--- src/rtl/data_cache.sv ---
// -----------------------------------------------------------------------------
// data_cache
//   Direct-mapped, write-through, no-write-allocate data cache. It sits between
//   the single-cycle datapath's load/store port and a byte-lane data memory.
//   Load hits are answered in the same cycle. Load misses and all stores raise
//   cpu_stall while one req/ack memory transaction completes. A single RESP
//   cycle then releases the datapath.
//
// Ports
//   clk, rst_b        clock (rising edge); asynchronous reset, active-high
//   cpu_req/cpu_we    load/store request; 1 = store
//   cpu_addr          byte address, bits [1:0] ignored
//   cpu_wdata         store data
//   cpu_rdata         load data (hit: combinational; miss: in the RESP cycle)
//   cpu_stall         hold the datapath this cycle
//   invalidate_all    pulse; clears every valid bit at the next edge
//   mem_req/mem_we    registered memory request / write strobe
//   mem_addr          registered word address, [1:0] = 0
//   mem_data_in       registered write bytes; [0] = bits 31:24 ... [3] = bits 7:0
//   mem_data_out      read bytes, same lane order
//   mem_ack           memory done; read bytes are valid in this cycle
//   hit_count         saturating load-hit counter
//   miss_count        saturating load-miss counter
// -----------------------------------------------------------------------------
module data_cache #(
  parameter int XLEN     = 32,
  parameter int IDX_BITS = 4
) (
  input  logic                 clk,
  input  logic                 rst_b,
  input  logic                 cpu_req,
  input  logic                 cpu_we,
  input  logic [XLEN-1:0]      cpu_addr,
  input  logic [XLEN-1:0]      cpu_wdata,
  output logic [XLEN-1:0]      cpu_rdata,
  output logic                 cpu_stall,
  input  logic                 invalidate_all,
  output logic                 mem_req,
  output logic                 mem_we,
  output logic [XLEN-1:0]      mem_addr,
  output logic [0:3][7:0]      mem_data_in,
  input  logic [0:3][7:0]      mem_data_out,
  input  logic                 mem_ack,
  output logic [31:0]          hit_count,
  output logic [31:0]          miss_count
);

  localparam int LINES    = 2 ** IDX_BITS;
  localparam int TAG_BITS = XLEN - IDX_BITS - 2;

  typedef enum logic [1:0] {IDLE, READ_MISS, WRITE_THRU, RESP} state_t;

  state_t                state_q, state_d;

  logic [XLEN-1:0]       data_mem [LINES];
  logic [TAG_BITS-1:0]   tag_mem  [LINES];
  logic [LINES-1:0]      valid_q;

  logic [XLEN-1:0]       rdata_q;
  logic [31:0]           hit_cnt_q, miss_cnt_q;

  logic [IDX_BITS-1:0]   cpu_idx, fill_idx;
  logic [TAG_BITS-1:0]   cpu_tag, fill_tag;
  logic                  hit;
  logic                  load_hit, load_miss, store_go, fill, mem_done;

  // Byte-offset bits take no part in the lookup.
  logic                  unused_addr_bits;
  assign unused_addr_bits = ^{cpu_addr[1:0], mem_addr[1:0]};

  assign cpu_idx  = cpu_addr[IDX_BITS+1:2];
  assign cpu_tag  = cpu_addr[XLEN-1:IDX_BITS+2];
  // While a transaction is open, the held mem_addr is the latched miss address.
  assign fill_idx = mem_addr[IDX_BITS+1:2];
  assign fill_tag = mem_addr[XLEN-1:IDX_BITS+2];

  assign hit = valid_q[cpu_idx] && (tag_mem[cpu_idx] == cpu_tag);

  assign mem_done = mem_ack && ((state_q == READ_MISS) || (state_q == WRITE_THRU));
  assign fill     = mem_ack && (state_q == READ_MISS);

  assign hit_count  = hit_cnt_q;
  assign miss_count = miss_cnt_q;

  // NOTE: every output of this block gets a default before the case statement.
  // An output that missed a default on any path would infer a latch.
  always_comb begin
    state_d   = state_q;
    cpu_stall = 1'b0;
    cpu_rdata = '0;
    load_hit  = 1'b0;
    load_miss = 1'b0;
    store_go  = 1'b0;
    unique case (state_q)
      IDLE: begin
        if (cpu_req) begin
          if (cpu_we) begin
            store_go  = 1'b1;
            cpu_stall = 1'b1;
            state_d   = WRITE_THRU;
          end else if (hit) begin
            load_hit  = 1'b1;
            cpu_rdata = data_mem[cpu_idx];
          end else begin
            load_miss = 1'b1;
            cpu_stall = 1'b1;
            state_d   = READ_MISS;
          end
        end
      end
      READ_MISS, WRITE_THRU: begin
        cpu_stall = 1'b1;
        if (mem_ack) state_d = RESP;
      end
      RESP: begin
        // This single non-stalled cycle lets the PC advance, so the held
        // request is not issued a second time.
        cpu_rdata = rdata_q;
        state_d   = IDLE;
      end
      default: state_d = IDLE;
    endcase
  end

  // NOTE: sequential state uses non-blocking assignments only. Every flop then
  // samples pre-edge values, whatever order the statements are written in.
  always_ff @(posedge clk or posedge rst_b) begin
    if (rst_b) begin
      state_q     <= IDLE;
      valid_q     <= '0;
      mem_req     <= 1'b0;
      mem_we      <= 1'b0;
      mem_addr    <= '0;
      mem_data_in <= '0;
      rdata_q     <= '0;
      hit_cnt_q   <= '0;
      miss_cnt_q  <= '0;
    end else begin
      state_q <= state_d;

      // A fill on the same edge wins for its own line: the later assignment
      // takes precedence.
      if (invalidate_all) valid_q <= '0;
      if (fill)           valid_q[fill_idx] <= 1'b1;

      if (load_miss) begin
        mem_req  <= 1'b1;
        mem_we   <= 1'b0;
        mem_addr <= {cpu_addr[XLEN-1:2], 2'b00};
      end
      if (store_go) begin
        mem_req     <= 1'b1;
        mem_we      <= 1'b1;
        mem_addr    <= {cpu_addr[XLEN-1:2], 2'b00};
        mem_data_in <= cpu_wdata[31:0];
      end
      if (mem_done) begin
        mem_req <= 1'b0;
        mem_we  <= 1'b0;
      end

      if (fill) rdata_q <= XLEN'(mem_data_out);

      if (load_hit  && (hit_cnt_q  != 32'hFFFF_FFFF)) hit_cnt_q  <= hit_cnt_q + 32'd1;
      if (load_miss && (miss_cnt_q != 32'hFFFF_FFFF)) miss_cnt_q <= miss_cnt_q + 32'd1;
    end
  end

  // NOTE: the line data and tag arrays have no reset. valid_q alone decides
  // whether a line is trusted, and leaving the arrays unreset lets them map
  // onto RAM.
  always_ff @(posedge clk) begin
    if (fill) begin
      data_mem[fill_idx] <= XLEN'(mem_data_out);
      tag_mem[fill_idx]  <= fill_tag;
    end else if (store_go && hit) begin
      data_mem[cpu_idx] <= cpu_wdata;
    end
  end

endmodule
--- config.mk ---
export PLATFORM = sky130hd
export DESIGN_NAME = data_cache
export DESIGN_NICKNAME = d
export VERILOG_FILES = /design/src/rtl/data_cache.sv
export SDC_FILE = /design/constraint.sdc
export NUM_CORES = 1
export LEC_CHECK = 0
export ABC_AREA = 0
export BUFFER_PORTS_ARGS = -buffer_cell sky130_fd_sc_hd__clkbuf_2
export CAP_MARGIN = 30
export CORE_MARGIN = 5
export CORE_UTILIZATION = 60
export DETAILED_ROUTE_END_ITERATION = 8
export PLACE_DENSITY = 0.79
export RECOVER_POWER = 100
export SLEW_MARGIN = 10
export SYNTH_ARGS = -nofsm -noshare
export SYNTH_HDL_FRONTEND = slang
export SYNTH_SLANG_ARGS = --single-unit
--- constraint.sdc ---
create_clock -name clk -period 12.64 [get_ports clk]
set_input_delay 0.632 -clock clk [delete_from_list [all_inputs] [get_ports clk]]
set_output_delay 0.632 -clock clk [all_outputs]
set_load 0.01 [all_outputs]
==> reports/metrics.yaml, run 1 <==
drt:
  post_drt_wl_per_cell_um: 30.3
  vias: 24700
  firstDrtPassIters: 5
  via_per_inst: 6.63
  antenna_left: 0
  drcViolationCount: 0
  wirelength_mm: 113
  drt_iter0_markers: 2918
timing:
  finClkSkew_ns: 0.0330
  worst_pin_slew_ns: 5.55
  finalHoldViolations: 0
  fmax_mhz: 107
  rsz0062_at_grt: "no"
  setup_tns_ns: 0
  period_share_pct: 74.1
  slew_violations: 708
  setup_viol: 0
  fin_hold_ws_ns: 0.157
  fin_crit_ns: 9.37
  relSlewSlack_pct: -270
grt:
  grt_pass1_wl_mm: 166
  gr-usage-met2_pct: 47.7
  grt_usage_pct: 28.3
  met3_usage_pct: 6.17
  gr-total-overflow: 0
  busiest_layer: "met2"
  antenna_found_initial: 2
  use_met1_pct: 37.4
  grt_pass1_vias: 25900
  grt_max_degree: 102
layout:
  drive_gt1_share_pct: 22.4
  final_util_pct: 69.0
  final_cells: 3723
  fill_cells: 4464
  syn_to_final_growth_pct: 13.7
  num-nets-final: 2776
logic_synthesis:
  synth_compound_area_share_pct: 3.00
  async_flop_share_pct: 16.1
  synth_fa_ha_area_share_pct: 0.169
  synthMuxAreaShare_pct: 16.4
  netlist_instances: 2359
  synth_area_um2: 44400
  yosys.area_share.simple_pct: 4.36
  synth_ff_type: "edfxtp_1"
  ys_warn_count: 0
  synth-seq-cells: 1106
  ys_top_cells_by_area: "edfxtp_1 63%, mux4_2 12%, dfrtp_1 10%"
  synth_top_area_share_pct: 62.8
  synth_cell_types: 67
  synth_top_family_by_area: "multiplexers"
  yosys.area.top_type: "edfxtp_1"
  ys_seq_area_share_pct: 72.8
  post_synth.cell_area_avg_um2: 18.8
  synth_xor_area_share_pct: 1.62
  synth_edf_count: 928
status:
  violations: "capacitance limit, slew limit"
  status: "finished with violations"
die:
  core-area_um2: 73200
  rows: 99
  fp.dieW_um: 282
  die-area_um2: 79500
  die_y_um: 282
  io_pins: 265
  initial_utilization_pct: 60.7
power:
  power.density_nw_per_um2: 182
  finalPower_w: 0.00918
  ir_drop_uv: 139
  leakage_nw: 17.7
worst_setup_path:
  startpoint_type: "input pin"
  required_ns: 12.91
  worstPathMaxFanout: 75
  crit_type: "input pin to register"
  reg2reg_depth: 9
  crit_arrival_ns: 9.64
  endpoint_kind: "register"
hold_path:
  min_path_type: "input pin to register"
  holdPathStages: 3
clocking:
  clk_pin_slew_worst_paths_ns: 0.06
  cts_buffers: 106
  cts_max_level: 3
  cts_hold_buf: 0
  post_cts_buffers: 0
  clk_latency_ns: 0.69
  root_buffer: "clkbuf_16"
  cts_resized: 0
  clock-sinks: 1106
  cts_tree: "done"
  clockBufferDepth: 3
run:
  cap_violations: 21
place:
  port_buffers: 260
  dp.cells: 3512
  dp_hpwl_mm: 62.0
  gp_congestion: 0.809
-- critical path: stages --
cell,delay (ns)
clkbuf_8,0.50
clkbuf_1,2.84
buf_4,0.80
mux4_2,0.38
mux4_2,0.50
xor2_1,0.22
a211oi_1,0.22
nand2_1,0.08
nor4_1,0.84
nand2_4,0.76
o31ai_1,0.66
clkbuf_1,1.08
-- cell type report --
class                           instances  area [um2]  share of cell area [%]
Inverter                               36         136                   0.270
Tap cell                              959        1200                    2.38
Antenna cell                            3        7.51                  0.0149
Clock inverter                         63         793                    1.57
Multi-Input combinational cell       1089       11500                    22.7
Clock buffer                          138        2870                    5.67
Timing Repair Buffer                  329        1700                    3.36
Sequential cell                      1106       32300                    64.0
-- sequential cells by signal, summed over array words and instances, names as in the netlist --
signal,count
data_mem,512
tag_mem,416
hit_count,32
mem_data_in,32
miss_count,32
rdata_q,32
mem_addr,30
valid_q,16
state_q,2
mem_req,1
mem_we,1
-- synthesized netlist by cell type, types with 9 or more instances --
cell / number
edfxtp_1: 928
mux4_2: 232
dfrtp_1: 178
nand2_1: 162
mux2i_1: 89
mux2_2: 74
clkbuf_1: 73
nor2_1: 63
xnor2_1: 45
nand3_1: 40
xor2_1: 37
a22oi_1: 36
inv_1: 35
a32oi_1: 32
mux2_1: 30
buf_2: 26
nand4_1: 23
and3_1: 19
nor3_1: 19
a21o_1: 18
nor4_1: 17
a21oi_1: 13
buf_1: 13
o31ai_1: 13
buf_4: 12
or4_1: 11
a22o_1: 10
and2_1: 10
nor2b_1: 9
-- power by group --
| part | leakage [nW] | total (W) | switching [W] | internal [W] |
|---|---|---|---|---|
| registers | 10.6 | 0.00475 | 0.000319 | 0.00443 |
| logic | 5.31 | 0.00112 | 0.000703 | 0.000414 |
| clock network | 1.76 | 0.00331 | 0.00139 | 0.00192 |
| total | 17.7 | 0.00918 | 0.00242 | 0.00677 |
-- placed cells by master, fill, tap and decap left out, types with 35 or more instances in the layout --
| cell | n |
|---|---|
| mux2_2 | 69 |
| mux2i_1 | 89 |
| mux4_2 | 232 |
| nand3_1 | 40 |
| edfxtp_1 | 928 |
| a22oi_1 | 36 |
| mux2_1 | 35 |
| clkbuf_1 | 218 |
| xnor2_1 | 45 |
| clkbuf_2 | 94 |
| nor2_1 | 61 |
| xor2_1 | 37 |
| clkbuf_16 | 108 |
| dfrtp_1 | 178 |
| nand2_1 | 162 |
-- through the flow --
stage	area [um2]	worst slack (ns)
5_1_grt	50500	2.90
3_3_place_gp	47000	4.94
3_5_place_dp	47100	5.13
6_report	50500	3.27
2_1_floorplan	44400	6.11
4_1_cts	50800	5.67
-- final timing paths --
path	from	to	slack [ns]
min in group asynchronous	rst_b	miss_count[22]	1.63
max reg2reg	state_q[1]	data_mem[14][24]	5.30
min	mem_data_out[26]	rdata_q[26]	0.16
max in group asynchronous	rst_b	rdata_q[17]	5.59
min reg2reg	rdata_q[26]	rdata_q[26]	0.47
max	cpu_addr[3]	data_mem[4][7]	3.27
-- metal layers --
| metal | up-vias | routed length [um] |
|---|---|---|
| li1 | 10100 | - |
| met2 | 1479 | 57700 |
| met4 | 0 | 3670 |
| met3 | 271 | 11200 |
| met5 | - | 0 |
| met1 | 12800 | 40100 |
-- kinds of logic after synthesis --
family | Yosys count
AOI/OAI and AO/OA | 173
DFF | 1106
muxes | 425
and+or+nand+nor | 401
xor gates and xnor gates | 82
other | 1
buffers and inverters | 165
adders and majority gates | 6
Power figures use the tool's default switching activity.
==> run 2, diff against run 1 <==
clock period = 9.6 ns   (was 12.64 ns; I/O delays follow)
==> run 2 against run 1 <==
Compared with the run above: the run still ends with capacitance limit, slew limit left; combinational power rose by 27%; worst setup slack lost 1.5 ns; die area is the same; sequential share of layout area increased by 0.31 points; critical path depth decreased by 1; clock power rose by 23%; clock skew increased by 0.011 ns; routed wire length decreased by 2.1%; flip-flop and latch count unchanged; core utilization decreased by 0.33 points; critical path type unchanged.
==> reports/metrics.yaml, run 2 (same netlist as run 1, synthesis figures left out) <==
die:
  rows: 99
  io_pins: 265
  die_y_um: 282
  fp.dieW_um: 282
  die-area_um2: 79500
  initial_utilization_pct: 60.7
  core-area_um2: 73200
clocking:
  cts_tree: "done"
  clk_latency_ns: 0.68
  cts_max_level: 3
  root_buffer: "clkbuf_16"
  clk_pin_slew_worst_paths_ns: 0.06
  cts_resized: 0
  clock-sinks: 1106
  clockBufferDepth: 3
  cts_buffers: 106
drt:
  drt_iter0_markers: 3080
  firstDrtPassIters: 6
  via_per_inst: 6.55
  antenna_left: 0
  post_drt_wl_per_cell_um: 29.5
  vias: 24500
  wirelength_mm: 110
  drcViolationCount: 0
layout:
  final_common_cell: "edfxtp_1"
  reg_top3: "data_mem x512, tag_mem x416"
  largest_register: "data_mem"
  final_util_pct: 68.7
  final_cell_mix: "928 x edfxtp_1, 232 x mux4_2, 231 x clkbuf_1"
  drive_gt1_share_pct: 21.4
  largest_register_ff_count: 512
  num-nets-final: 2793
  syn_to_final_growth_pct: 13.2
  final_area_um2: 50300
  final_cells: 3737
worst_setup_path:
  endpoint_kind: "register"
  r2r-end: "data_mem[11][3]"
  critical_path_depth: 11
  crit_chain: "clkbuf_8 -> buf_4 -> mux4_2 -> a221oi_1 -> xor2_1 -> o2111ai_1 -> or4_1 -> nor4_4 -> nand2_4 -> o31ai_1 -> clkbuf_1"
  required_ns: 9.80
  r2r-start: "tag_mem[15][19]"
  reg2reg_depth: 10
  startpoint_type: "input pin"
  worstPathMaxFanout: 75
  path_buf_inv: 3
  crit_arrival_ns: 8.01
  worstSetupStartpoint: "cpu_addr[3]"
  crit_type: "input pin to register"
  rrSetupSlack_ns: 2.46
  cpPeakStageDelay_ns: 2.21
  cp_slowest_cell: "clkbuf_1"
  crit_family: "buffers and inverters"
grt:
  antenna_found_initial: 3
  grt_max_degree: 116
  gr-total-overflow: 0
  grt_pass1_vias: 25200
  grt_pass1_wl_mm: 162
  grt_usage_pct: 27.7
timing:
  period_share_pct: 81.3
  slew_violations: 984
  rsz0062_at_grt: "no"
  worst_slack_ns: 1.79
  setup_tns_ns: 0
  worst_pin_slew_ns: 5.22
  finClkSkew_ns: 0.0436
  fmax_mhz: 128
  fin_crit_ns: 7.81
  setup_viol: 0
  relSlewSlack_pct: -248
  finalHoldViolations: 0
power:
  leakage_nw: 17.6
  power.density_nw_per_um2: 233
  ir_drop_uv: 194
place:
  port_buffers: 260
  dp.cells: 3505
  gp_congestion: 0.801
  post-place-ws_ns: 2.48
  dp_hpwl_mm: 60.3
  placed_area_um2: 47100
hold_path:
  holdPathStages: 3
  whs_endpoint: "rdata_q[25]"
  min_path_type: "input pin to register"
  hold_start: "mem_data_out[25]"
run:
  cap_violations: 34
status:
  status: "finished with violations"
  violations: "capacitance limit, slew limit"
==> run 2: changes by cell type in the layout (fill, tap and decap cells not counted), moves of 3 or more <==
cell | previous run | this run
clkinv_2 | 15 | 21
o31ai_1 | 6 | 12
clkbuf_8 | 6 | 14
clkbuf_1 | 218 | 231
dlygate4sd3_1 | 0 | 25
buf_16 | 8 | 5
bufinv_16 | 15 | 4
clkinv_1 | 18 | 11
buf_4 | 30 | 18
o31ai_4 | 7 | 1
==> run 2: cell type report <==
class / instances / area [um2]
flip-flops and latches: 1106 / 32300
fillers: 4512 / 22900
multi-input cells: 1089 / 11400
clock buffers: 152 / 2980
repair buffers: 346 / 1810
well taps: 959 / 1200
clock inverters: 47 / 427
inverters: 36 / 136
diodes: 2 / 5.00
==> run 2: where the power goes <==
group | total, W | internal [W] | switching (W) | leakage [nW]
sequential | 0.00626 | 0.00584 | 0.000419 | 10.6
combinational | 0.00142 | 0.000514 | 0.000907 | 5.31
clock | 0.00406 | 0.00228 | 0.00178 | 1.66
total | 0.0117 | 0.00863 | 0.00310 | 17.6
==> run 2: layer usage <==
layer,track usage (%),wire length (um),vias up
li1,-,-,10100
met1,37.6,39700,12600
met2,46.0,56100,1513
met3,5.45,10900,239
met4,9.30,3660,0
met5,0,0,-
==> run 2: repair_timing <==
item / CTS / global route
buffers inserted: 0 / 0
hold buffers: 24 / 1
endpoints found under the hold margin: 24 / 20
==> run 2: stage by stage <==
step                power [W]  hold WS, ns
finish                 0.0117       0.0348
global route           0.0122       0.0212
CTS                    0.0118     0.000864
detailed placement    0.00778        0.462
global placement      0.00767        0.454
floorplan             0.00705        0.444
==> run 2: how the worst max path moves through the flow <==
stage                      endpoint
detailed placement  data_mem[2][26]
global placement    data_mem[2][28]
finish              data_mem[11][3]
global route        data_mem[11][3]
floorplan           data_mem[11][0]
CTS                   cpu_rdata[29]
==> run 2: worst min-delay path, delay by kind of cell <==
kind / cells / cell delay, ns
buffers and inverters: 1 / 0.10
AND/OR/NAND/NOR: 2 / 0.10
